<file path="config.mk">
export PLATFORM = sky130hd
export DESIGN_NAME = csa_add_scheduler
export DESIGN_NICKNAME = d
export VERILOG_FILES = /design/src/rtl/csa_sched_pkg.sv /design/src/rtl/rca_slice_add.sv /design/src/rtl/csa_add_scheduler.sv
export SDC_FILE = /design/constraint.sdc
export NUM_CORES = 1
export LEC_CHECK = 0
export ABC_AREA = 1
export CAP_MARGIN = 20
export CORE_MARGIN = 1.5
export CORE_UTILIZATION = 43
export CTS_BUF_LIST = sky130_fd_sc_hd__clkbuf_8
export DETAILED_ROUTE_END_ITERATION = 16
export PLACE_DENSITY_LB_ADDON = 0.15
export SETUP_SLACK_MARGIN = 0.4
export SLEW_MARGIN = 20
export SYNTH_ARGS = -nofsm -noshare
export SYNTH_HDL_FRONTEND = slang
export SYNTH_SLANG_ARGS = --single-unit
export TNS_END_PERCENT = 5
</file>
<file path="constraint.sdc">
create_clock -name clk -period 16.9 [get_ports clk]
set_clock_uncertainty 0.2 [all_clocks]
set_input_delay 3.38 -clock clk [delete_from_list [all_inputs] [get_ports clk]]
set_output_delay 3.38 -clock clk [all_outputs]
set_load 0.05 [all_outputs]
</file>
<file path="src/rtl/csa_sched_pkg.sv">
// ============================================================================
// Module : csa_sched_pkg
// Brief  : Shared types and defaults for the two-pass 64-bit add scheduler.
// Rev    : 1.0 - initial release
// ============================================================================
`default_nettype none

package csa_sched_pkg;

  localparam int DEF_WIDTH = 64;
  localparam int DEF_SLICE = 32;
  localparam int REQ_ID_W  = 1;

  typedef enum logic [1:0] {
    IDLE = 2'd0,
    LO   = 2'd1,
    HI   = 2'd2,
    DONE = 2'd3
  } state_t;

endpackage

`default_nettype wire

</file>
<file path="src/rtl/rca_slice_add.sv">
// ============================================================================
// Module : rca_slice_add
// Brief  : SLICE-bit combinational ripple-carry adder shared by both passes.
// Rev    : 1.0 - initial release
// ============================================================================
`default_nettype none

module rca_slice_add #(
  parameter int SLICE = 32
) (
  input  logic [SLICE-1:0] i_a,
  input  logic [SLICE-1:0] i_b,
  input  logic             i_c0,
  output logic [SLICE-1:0] o_s,
  output logic             o_c_out
);

  logic [SLICE:0] w_c;

  assign w_c[0] = i_c0;

  for (genvar i = 0; i < SLICE; i++) begin : g_bit
    assign o_s[i]     = i_a[i] ^ i_b[i] ^ w_c[i];
    assign w_c[i + 1] = (i_a[i] & i_b[i]) | (w_c[i] & (i_a[i] ^ i_b[i]));
  end

  assign o_c_out = w_c[SLICE];

endmodule

`default_nettype wire

</file>
<file path="src/rtl/csa_add_scheduler.sv">
// ============================================================================
// Module : csa_add_scheduler
// Brief  : Two requesters share one SLICE-bit adder; each 64-bit add runs as a
//          low pass then a high pass. Optional signed overflow: ADD_OVF_EN.
// Rev    : 1.0 - initial release
// ============================================================================
`default_nettype none

module csa_add_scheduler
  import csa_sched_pkg::*;
#(
  parameter int WIDTH = DEF_WIDTH,
  parameter int SLICE = DEF_SLICE
) (
  input  logic                clk,
  input  logic                rst_n,
  input  logic                req0_valid,
  output logic                req0_ready,
  input  logic [WIDTH-1:0]    req0_a,
  input  logic [WIDTH-1:0]    req0_b,
  input  logic                req0_c0,
  input  logic                req1_valid,
  output logic                req1_ready,
  input  logic [WIDTH-1:0]    req1_a,
  input  logic [WIDTH-1:0]    req1_b,
  input  logic                req1_c0,
  output logic                rsp_valid,
  input  logic                rsp_ready,
  output logic [REQ_ID_W-1:0] rsp_id,
  output logic [WIDTH-1:0]    s,
  output logic                c_out
`ifdef ADD_OVF_EN
  ,
  output logic                ovf
`endif
);

  state_t              r_state;
  state_t              w_next;
  logic [WIDTH-1:0]    r_a;
  logic [WIDTH-1:0]    r_b;
  logic                r_c0;
  logic [REQ_ID_W-1:0] r_id;
  logic [REQ_ID_W-1:0] r_last_grant;
  logic                r_c_lo;
  logic                r_rsp_valid;
  logic [REQ_ID_W-1:0] r_rsp_id;
  logic [WIDTH-1:0]    r_s;
  logic                r_c_out;

  logic                w_grant_en;
  logic [REQ_ID_W-1:0] w_gnt_id;
  logic                w_accept;
  logic [SLICE-1:0]    w_sl_a;
  logic [SLICE-1:0]    w_sl_b;
  logic                w_sl_c0;
  logic [SLICE-1:0]    w_sl_s;
  logic                w_sl_c;

  // rst_n gates the grant so neither requester sees READY while in reset.
  assign w_grant_en = rst_n & ((r_state == IDLE) | ((r_state == DONE) & rsp_ready));
  assign w_gnt_id   = (req0_valid && req1_valid) ? ~r_last_grant : REQ_ID_W'(req1_valid);
  assign req0_ready = w_grant_en & req0_valid & (w_gnt_id == '0);
  assign req1_ready = w_grant_en & req1_valid & (w_gnt_id != '0);
  assign w_accept   = req0_ready | req1_ready;

  assign w_sl_a  = (r_state == HI) ? r_a[WIDTH-1:SLICE] : r_a[SLICE-1:0];
  assign w_sl_b  = (r_state == HI) ? r_b[WIDTH-1:SLICE] : r_b[SLICE-1:0];
  assign w_sl_c0 = (r_state == HI) ? r_c_lo : r_c0;

  rca_slice_add #(
    .SLICE (SLICE)
  ) u_slice (
    .i_a     (w_sl_a),
    .i_b     (w_sl_b),
    .i_c0    (w_sl_c0),
    .o_s     (w_sl_s),
    .o_c_out (w_sl_c)
  );

  always_ff @(posedge clk or negedge rst_n) begin
    if (!rst_n) r_state <= IDLE;
    else        r_state <= w_next;
  end

  always_comb begin
    w_next = r_state;
    case (r_state)
      IDLE:    if (w_accept) w_next = LO;
      LO:      w_next = HI;
      HI:      w_next = DONE;
      DONE:    if (rsp_ready) w_next = w_accept ? LO : IDLE;
      default: w_next = IDLE;
    endcase
  end

  always_ff @(posedge clk or negedge rst_n) begin
    if (!rst_n) begin
      r_a          <= '0;
      r_b          <= '0;
      r_c0         <= 1'b0;
      r_id         <= '0;
      r_last_grant <= REQ_ID_W'(1);
      r_c_lo       <= 1'b0;
      r_rsp_valid  <= 1'b0;
      r_rsp_id     <= '0;
      r_s          <= '0;
      r_c_out      <= 1'b0;
    end else begin
      if (w_accept) begin
        r_a          <= (w_gnt_id != '0) ? req1_a  : req0_a;
        r_b          <= (w_gnt_id != '0) ? req1_b  : req0_b;
        r_c0         <= (w_gnt_id != '0) ? req1_c0 : req0_c0;
        r_id         <= w_gnt_id;
        r_last_grant <= w_gnt_id;
      end
      case (r_state)
        LO: begin
          r_s[SLICE-1:0] <= w_sl_s;
          r_c_lo         <= w_sl_c;
        end
        HI: begin
          r_s[WIDTH-1:SLICE] <= w_sl_s;
          r_c_out            <= w_sl_c;
          r_rsp_valid        <= 1'b1;
          r_rsp_id           <= r_id;
        end
        DONE: if (rsp_ready) r_rsp_valid <= 1'b0;
        default: ;
      endcase
    end
  end

`ifdef ADD_OVF_EN
  logic r_ovf;

  always_ff @(posedge clk or negedge rst_n) begin
    if (!rst_n)
      r_ovf <= 1'b0;
    else if (r_state == HI)
      r_ovf <= (r_a[WIDTH-1] == r_b[WIDTH-1]) && (w_sl_s[SLICE-1] != r_a[WIDTH-1]);
  end

  assign ovf = r_ovf;
`endif

  assign rsp_valid = r_rsp_valid;
  assign rsp_id    = r_rsp_id;
  assign s         = r_s;
  assign c_out     = r_c_out;

endmodule

`default_nettype wire
</file>
**After elaboration in Yosys (flattened, before gate mapping)**

Cells that the tools add are included.

- Word-level logic and storage cells: 205
- Register bits after elaboration: 201
- Output and inout port bits: 69
- Bits of input ports: 263

- Reductions and logical operators: 5
- Muxes and demuxes: 13
- Eq/ne operators: 5
- Bitwise operators: 170

Operators with widths:

| kind | number |
|---|---|
| 2-to-1 mux 64 bit | 2 |
| bitwise AND 1 bit | 70 |
| 2-to-1 mux 32 bit | 2 |
| XOR 1 bit | 64 |
| OR 1 bit | 34 |
| case mux 2 bit (4 select lines) | 1 |
| 2-to-1 mux 1 bit | 5 |
| equality test 2 bit (second input constant) | 2 |
| 2-to-1 mux 2 bit | 2 |
| inequality test 2 bit (second input constant) | 2 |
| AND reduction 2 bit | 2 |
| equality test 2 x 1 -> 1 bit (second input constant) | 1 |
| zero test 2 bit | 1 |
| NOT 1 bit | 2 |
| case mux 1 bit (2 select lines) | 1 |
| nonzero test 2 bit | 1 |
| logical AND 1 bit | 1 |

**Logic depth before layout (Yosys ltp)**

Gate-level depths: netlist (run 1).

- Word-level depth: 67
- Gate-level depth with buffers: 43

**By module**

A second synthesis (run 1) with hierarchy kept.

- Cell total of the unflattened synthesis: 1,141
- Area, all modules: 10,107.2 µm²

Modules (own cells, without submodules):

| module | cells each | area each (µm²) | times used |
|---|---|---|---|
| csa_add_scheduler | 1,099 | 9,429.0 | 1 |
| rca_slice_add | 42 | 678.2 | 1 |

**Worst setup path after synthesis (run 1)**

No wires, ideal clock.

- Kind: flip-flop to flip-flop
- Start: register r_state[0]
- End: register r_s[63] (netlist: s[63])
- Stages on the path, launching flop included: 43
- Setup slack: 0.890 ns
- Data arrival time: 15.691 ns
- Library setup time: 0.119 ns
- Data required time: 16.581 ns
- Path buffers: 2
- Clock period less this slack: 16.010 ns
- Path through: dfrtp_1 -> inv_1 -> ha_1 -> clkbuf_1 -> clkbuf_1 -> o21ai_0 -> fa_1 -> fa_1 -> fa_1 -> fa_1 -> fa_1 -> fa_1 -> fa_1 -> fa_1 -> fa_1 -> fa_1 -> fa_1 -> fa_1 -> [... 7 more ...] -> fa_1 -> fa_1 -> fa_1 -> fa_1 -> fa_1 -> fa_1 -> fa_1 -> fa_1 -> fa_1 -> fa_1 -> fa_1 -> fa_1 -> fa_1 -> fa_1 -> inv_1 -> fa_1 -> nand2_1 -> nand2_1

- Cells in the longest elaborated chain, start to end: 66
- Elaborated cells on any way between the ends: 130
- Classes of those cells: eq/ne: 1; mux: 3; bitwise: 126

Ends and longest elaborated chain:

| what | line | source |
|---|---|---|
| start, declared | csa_add_scheduler.sv:38 | `state_t r_state;` |
| start signal, assigned | csa_add_scheduler.sv:83 | `else r_state <= w_next;` |
| equality test 2 bit (*) | csa_add_scheduler.sv:67, csa_add_scheduler.sv:68, csa_add_scheduler.sv:69 |  |
| 2-to-1 mux 32 bit (on tied branches) | csa_add_scheduler.sv:67, csa_add_scheduler.sv:68 |  |
| XOR 1 bit | rca_slice_add.sv:24 | `assign w_c[i + 1] = (i_a[i] & i_b[i]) \| (w_c[i] & (i_a[i] ^ i_b[i]));` |
| bitwise AND 1 bit | rca_slice_add.sv:24 |  |
| OR 1 bit | rca_slice_add.sv:24 |  |
| bitwise AND 1 bit | rca_slice_add.sv:24 |  |
| OR 1 bit | rca_slice_add.sv:24 |  |
| bitwise AND 1 bit | rca_slice_add.sv:24 |  |
| [... 51 more ...] | -- |  |
| bitwise AND 1 bit | rca_slice_add.sv:24 |  |
| OR 1 bit | rca_slice_add.sv:24 |  |
| bitwise AND 1 bit | rca_slice_add.sv:24 |  |
| OR 1 bit | rca_slice_add.sv:24 |  |
| bitwise AND 1 bit | rca_slice_add.sv:24 |  |
| OR 1 bit | rca_slice_add.sv:24 |  |
| XOR 1 bit (*) | rca_slice_add.sv:23 | `assign o_s[i] = i_a[i] ^ i_b[i] ^ w_c[i];` |
| named net u_slice.o_s[31] | rca_slice_add.sv:14 | `output logic [SLICE-1:0] o_s,` |
| end signal, assigned by index | csa_add_scheduler.sv:119 | `r_s[SLICE-1:0] <= w_sl_s;` |
| end signal, assigned by index | csa_add_scheduler.sv:123 | `r_s[WIDTH-1:SLICE] <= w_sl_s;` |
| end, declared | csa_add_scheduler.sv:48 | `logic [WIDTH-1:0] r_s;` |

The timed path passes the listed nets; every way through them passes the cells marked *.
A chain may end at the register's enable or synchronous reset.

**Final worst setup path (run 1)**

- Start: register r_state[0]
- End: register r_s[31] (netlist: s[31])

The elaborated chain is that of the path after synthesis.

==> impl_metrics.py, run 1 <==
metrics = {
    "sta": {
        "setup_slack_ns": 1.03,
        "finalHoldViolCount": 0,
        "setup_violations": 0,
        "worstMarginPinSlew_ns": 1.06,
        "min_period_ns": 15.87,
        "setup_tns_ns": 0,
        "maxSlewHeadroom": 0.293,
        "fin_crit_sh": 0.939,
        "report.final.slew_viol_count": 0,
        "rsz0062_at_grt": "no",
        "timing.fmax_ghz": 0.0630,
    },
    "synth": {
        "ys_top_cells_by_area": "dfrtp_1 51%, nand2_1 14%, a31oi_1 8.2%",
        "synth_top_area_share": 0.511,
        "synth_edf_count": 0,
        "yosysSeqAreaShare": 0.513,
        "ys_warn_count": 0,
        "synth_common_cells": "366 x nand2_1, 200 x dfrtp_1, 131 x nor2_1, 129 x a31oi_1, 63 x o21ai_0",
        "yosysUniqueCellTypes": 21,
        "syn_area_um2": 9800,
        "yosys.area.top_type": "dfrtp_1",
        "syn_nets": 1387,
        "syn_avg_cell_area_um2": 9.02,
        "async_flop_share": 1.00,
        "synth_ff_type": "dfrtp_1",
        "ys_ff_latch": 201,
        "yosysMostFrequentCell": "nand2_1",
        "synthCells": 1087,
    },
    "route": {
        "routed_wirelength_mm": 28.7,
        "firstDrtPassIters": 5,
        "wl_per_cell_um": 16.9,
        "vias_per_cell": 5.05,
        "vias": 8611,
        "drc": 0,
        "drtIter0Drc": 417,
        "ant_nets": 0,
    },
    "clocking": {
        "numClockSinks": 201,
        "ctsHoldBuffers": 0,
        "htree_levels": 2,
        "clkTransAtPathRegs_ns": 0.06,
        "clk_latency_ns": 0.51,
        "cts_root_buffer": "clkbuf_8",
        "cts_buffers": 36,
        "clockBufferDepth": 3,
        "cts_tree": "yes",
    },
    "global_routing": {
        "grt_max_degree": 117,
        "grt_first_pass_wirelength_mm": 45.1,
        "track_usage": 0.242,
        "antenna_found_initial": 3,
        "grt_pass1_vias": 8585,
        "grt-ovfl-total": 0,
    },
    "floorplan": {
        "io_pins": 332,
        "rows": 55,
        "design.core.area_um2": 22500,
        "dieArea_um2": 23700,
        "start_util": 0.436,
        "die_w_um": 154,
        "die_y_um": 154,
    },
    "power": {
        "p_leak_nw": 6.02,
        "ir_drop_mv": 0.0804,
        "p_per_area_nw_per_um2": 207,
    },
    "cells_and_area": {
        "post-route-cell-area_um2": 14000,
        "multi_input_comb_area_um2": 4380,
        "fin_nets": 1692,
        "fillCellCount": 1927,
        "regArea_um2": 5030,
        "final_layout_size_suffix_gt1_frac": 0.0558,
        "synthToLayoutAreaGrowth_pct": 42.8,
    },
    "worst_setup_path": {
        "cp.arrival_ns": 16.06,
        "path_max_fanout": 8,
        "r2r_cells": 40,
        "cp_common_cell": "fa_1",
        "critPathKind": "flop to flop",
        "slowest_stage": "fa_1",
        "critPathMaxStageDelay_ns": 0.48,
        "cp-end-kind": "flop",
        "required_ns": 17.09,
        "worst_setup_path_start_kind": "flop",
    },
    "placement": {
        "dpl.hpwl_mm": 20.3,
        "place_area_um2": 13200,
        "gp_congestion": 0.812,
        "io_buffer_count": 331,
        "place_ws_ns": 0.550,
    },
    "run": {
        "maxCapViolCount": 0,
    },
    "run_status": {
        "outcome": "complete, no violations",
    },
    "hold_path": {
        "whs_path_depth": 2,
        "hold_path_class": "flop to flop",
    },
}
==> routing by layer <==
| layer | vias to the layer above | share of wire | global-route usage | wire (µm) |
|---|---|---|---|---|
| met5 | - | 0 | 0 | 0 |
| met4 | 0 | 0.026 | 0.0841 | 740 |
| li1 | 4225 | - | - | - |
| met1 | 4037 | 0.41 | 0.290 | 11700 |
| met2 | 302 | 0.50 | 0.423 | 14200 |
| met3 | 47 | 0.072 | 0.0626 | 2060 |
==> area by class of cell <==
| cell class | count | area share |
|---|---|---|
| clock inverter | 15 | 0.00661 |
| timing repair buffer | 344 | 0.244 |
| antenna | 2 | 0.000358 |
| tap | 285 | 0.0255 |
| clock buffer | 48 | 0.0472 |
| inverter | 14 | 0.00393 |
| multi-input combinational | 795 | 0.313 |
| sequential | 201 | 0.359 |
==> report_power, final <==
part	leakage [nW]	internal [mW]	switching [mW]	total (mW)
clock	0.421	0.268	0.199	0.468
sequential	2.32	0.734	0.135	0.869
combinational	3.28	0.609	0.952	1.56
==> per-stage QoR <==
stage / total power [mW] / utilization / hold WS, ns / std cells
6_report: 2.90 / 0.622 / 0.274 / 1704
5_1_grt: 3.15 / 0.622 / 0.296 / 1703
4_1_cts: 2.93 / 0.621 / 0.273 / 1700
3_5_place_dp: 2.45 / 0.587 / 0.264 / 1637
3_3_place_gp: 2.42 / 0.587 / 0.253 / 1637
2_1_floorplan: 1.92 / - / 0.242 / 1087
==> critical path: cells and delay by family (launching register included) <==
family / cells / cell delay [ns]
fa+ha+maj: 33 / 14.54
flops: 1 / 0.41
compound gates: 1 / 0.12
buf+inv: 4 / 0.33
simple gates: 2 / 0.14
==> cells in the final DEF (no fill, tap or decap), drive strengths merged <==
cell type      synthesis  final
nor2                 131    131
nor3                   1      1
nand2                366    366
clkinvlp               0      2
a31oi                129    129
or2                    1      1
bufinv                 0      1
o21ai                 63     63
dfstp                  1      1
buf                   53     13
o211ai                 1      1
dfrtp                200    200
clkdlybuf4s50          0    330
clkbuf                24     49
ha                     5      5
fa                    32     32
mux2i                 60     60
clkinv                 1      2
a21oi                  4      4
nand3                  2      2
diode                  0      2
inv                   13     24
==> cells by family (layout without fill, tap and decap cells) <==
family | count (synthesis) | after routing | share of synthesized area
AO/OA/AOI/OAI | 197 | 197 | 0.118
buffers and inverters | 91 | 421 | 0.0428
other | 0 | 2 | 0
multiplexers | 60 | 60 | 0.0613
flip-flops | 201 | 201 | 0.513
AND/OR/NAND/NOR | 501 | 501 | 0.192
adder cells (fa/ha/maj) | 37 | 37 | 0.0717
==> state kept, by name, indices dropped and copies added (netlist names) <==
signal        flops
r_c_lo            1
rsp_id            1
r_last_grant      1
rsp_valid         1
r_a              64
c_out             1
r_state           2
r_b              64
s                64
r_c0              1
r_id              1
==> path summary, 6_finish.rpt <==
kind / slack [ns] / endpoint / start
max in group asynchronous: 11.71 / r_b[52] / rst_n
hold reg to reg: 0.27 / r_last_grant / r_last_grant
min in group asynchronous: 2.66 / s[2] / rst_n
hold / removal: 0.27 / r_last_grant / r_last_grant
setup / recovery: 1.03 / s[31] / r_state[0]
setup reg to reg: 1.03 / s[31] / r_state[0]
==> repair_timing <==
action	in CTS	in global routing
gates resized for setup	0	5
buffers inserted	0	2
endpoints found under the setup margin	0	4
Power figures use the tool's default switching activity.
==> inputs of run 2 (changes only) <==
==> constraint.sdc (replaced) <==
create_clock -name clk -period 16.9 [get_ports clk]
set_clock_uncertainty 0.2 [all_clocks]
set_input_delay 3.38 -clock clk [delete_from_list [all_inputs] [get_ports clk]]
set_output_delay 3.38 -clock clk [all_outputs]
set_load 0.01 [all_outputs]
==> impl_metrics.py, run 2 (same netlist as run 1, synthesis figures left out) <==
metrics = {
    "run_status": {
        "outcome": "complete, no violations",
    },
    "placement": {
        "gp_congestion": 0.818,
        "place_area_um2": 13200,
        "dpl.hpwl_mm": 20.5,
        "io_buffer_count": 331,
    },
    "cells_and_area": {
        "final_util": 0.617,
        "fin_nets": 1695,
        "regArea_um2": 5030,
        "layout_common_cells": "365 x nand2_1, 330 x clkdlybuf4s50_1, 200 x dfrtp_1",
        "final_common_cell": "nand2_1",
        "synthToLayoutAreaGrowth_pct": 41.6,
        "final_layout_size_suffix_gt1_frac": 0.0518,
        "post-route-cell-area_um2": 13900,
        "multi_input_comb_area_um2": 4380,
        "fillCellCount": 2018,
    },
    "global_routing": {
        "grt_first_pass_wirelength_mm": 45.9,
        "grt-ovfl-total": 0,
        "track_usage": 0.246,
        "antenna_found_initial": 2,
        "grt_max_degree": 111,
        "grt_pass1_vias": 8684,
    },
    "route": {
        "routed_wirelength_mm": 28.8,
        "drtIter0Drc": 403,
        "firstDrtPassIters": 5,
        "vias_per_cell": 5.12,
        "ant_nets": 0,
        "drc": 0,
        "wl_per_cell_um": 17.0,
        "vias": 8681,
    },
    "worst_setup_path": {
        "r2r-end": "s[31]",
        "critPathMaxStageDelay_ns": 0.48,
        "cp-end-kind": "flop",
        "path_max_fanout": 7,
        "cp_common_cell": "fa_1",
        "r2r-start": "r_state[1]",
        "worst_setup_path_start_kind": "flop",
        "r2r_cells": 40,
        "required_ns": 17.09,
        "cp.arrival_ns": 16.03,
        "rrSetupSlack_ns": 1.06,
        "slowest_stage": "fa_1",
        "critPathKind": "flop to flop",
    },
    "sta": {
        "report.final.slew_viol_count": 0,
        "whs_ns": 0.268,
        "min_period_ns": 15.84,
        "maxSlewHeadroom": 0.267,
        "rsz0062_at_grt": "no",
        "fin_crit_sh": 0.937,
        "setup_tns_ns": 0,
        "finalHoldViolCount": 0,
        "setup_violations": 0,
        "timing.fmax_ghz": 0.0631,
        "worstMarginPinSlew_ns": 1.10,
    },
    "floorplan": {
        "die_w_um": 154,
        "design.core.area_um2": 22500,
        "rows": 55,
        "die_y_um": 154,
        "dieArea_um2": 23700,
        "io_pins": 332,
        "start_util": 0.436,
    },
    "power": {
        "p_leak_nw": 5.97,
        "p_per_area_nw_per_um2": 188,
        "p_sw_frac": 0.399,
        "p_int_mw": 1.57,
        "p_switching_mw": 1.04,
        "ir_drop_mv": 0.0843,
        "power_frac_clock": 0.155,
        "seq_power_share": 0.334,
        "combPwrFrac": 0.510,
    },
    "clocking": {
        "clk_latency_ns": 0.51,
        "htree_levels": 2,
        "clockBufferDepth": 3,
        "cts_buffers": 36,
        "numClockSinks": 201,
        "clkTransAtPathRegs_ns": 0.06,
        "cts_root_buffer": "clkbuf_8",
        "cts_tree": "yes",
    },
    "hold_path": {
        "hold_path_class": "flop to flop",
        "whs_path_depth": 2,
        "holdCritStartpoint": "s[16]",
        "worstHoldEndpoint": "s[16]",
    },
    "run": {
        "maxCapViolCount": 0,
    },
}
[run 2: cell type report]
| class | count | share of cell area |
|---|---|---|
| clock buffer | 41 | 0.0406 |
| timing repair buffer | 347 | 0.248 |
| sequential | 201 | 0.362 |
| inverter | 14 | 0.00397 |
| multi-input combinational | 795 | 0.316 |
| clock inverter | 12 | 0.00342 |
| antenna | 1 | 0.000180 |
| tap | 285 | 0.0257 |
[run 2: how the worst max path moves through the flow]
stage                           from  endpoint  slack, ns
after floorplan           r_state[0]     s[63]       0.89
after global placement    r_state[0]     s[63]       0.48
after detailed placement  r_state[0]     s[31]       0.35
after CTS                 r_state[0]     s[31]       0.54
after global routing      r_state[1]     s[31]       0.41
final                     r_state[1]     s[31]       1.06
[run 2: repair_timing]
action	4_1_cts	5_1_grt
setup endpoints to repair	2	4
hold endpoints to repair	0	0
hold buffers	0	0
resized for setup	0	6
setup buffers	5	1
[run 2: per-stage QoR]
| stage | cells | worst slack (ns) | power [mW] |
|---|---|---|---|
| 6_report | 1696 | 1.06 | 2.60 |
| 4_1_cts | 1694 | 0.543 | 2.64 |
| 2_1_floorplan | 1087 | 0.892 | 1.69 |
| 3_3_place_gp | 1636 | 0.483 | 2.18 |
| 3_5_place_dp | 1636 | 0.348 | 2.21 |
| 5_1_grt | 1696 | 0.409 | 2.85 |
[run 2: critical path, delay by kind of cell (launching register included)]
kind          cells  cell delay (ns)
mux               1             0.13
flops             1             0.43
simple gates      2             0.15
buf+inv           4             0.37
fa+ha+maj        33            14.43
[run 2: power by group through the flow]
stage                     combinational (mW)  sequential, mW  clock [mW]
after floorplan                        0.814           0.875           0
after global placement                  1.31           0.871           0
after detailed placement                1.33           0.879           0
after CTS                               1.35           0.873       0.416
after global routing                    1.52           0.898       0.437
final                                   1.33           0.870       0.404
[run 2: per-layer routing]
metal / wire length [µm] / share of wire / vias up / track usage
met5: 15 / 0.00052 / - / 0
met4: 964 / 0.033 / 2 / 0.0939
met3: 2140 / 0.074 / 65 / 0.0634
met2: 14000 / 0.49 / 310 / 0.418
met1: 11700 / 0.40 / 4080 / 0.303
li1: - / - / 4224 / -
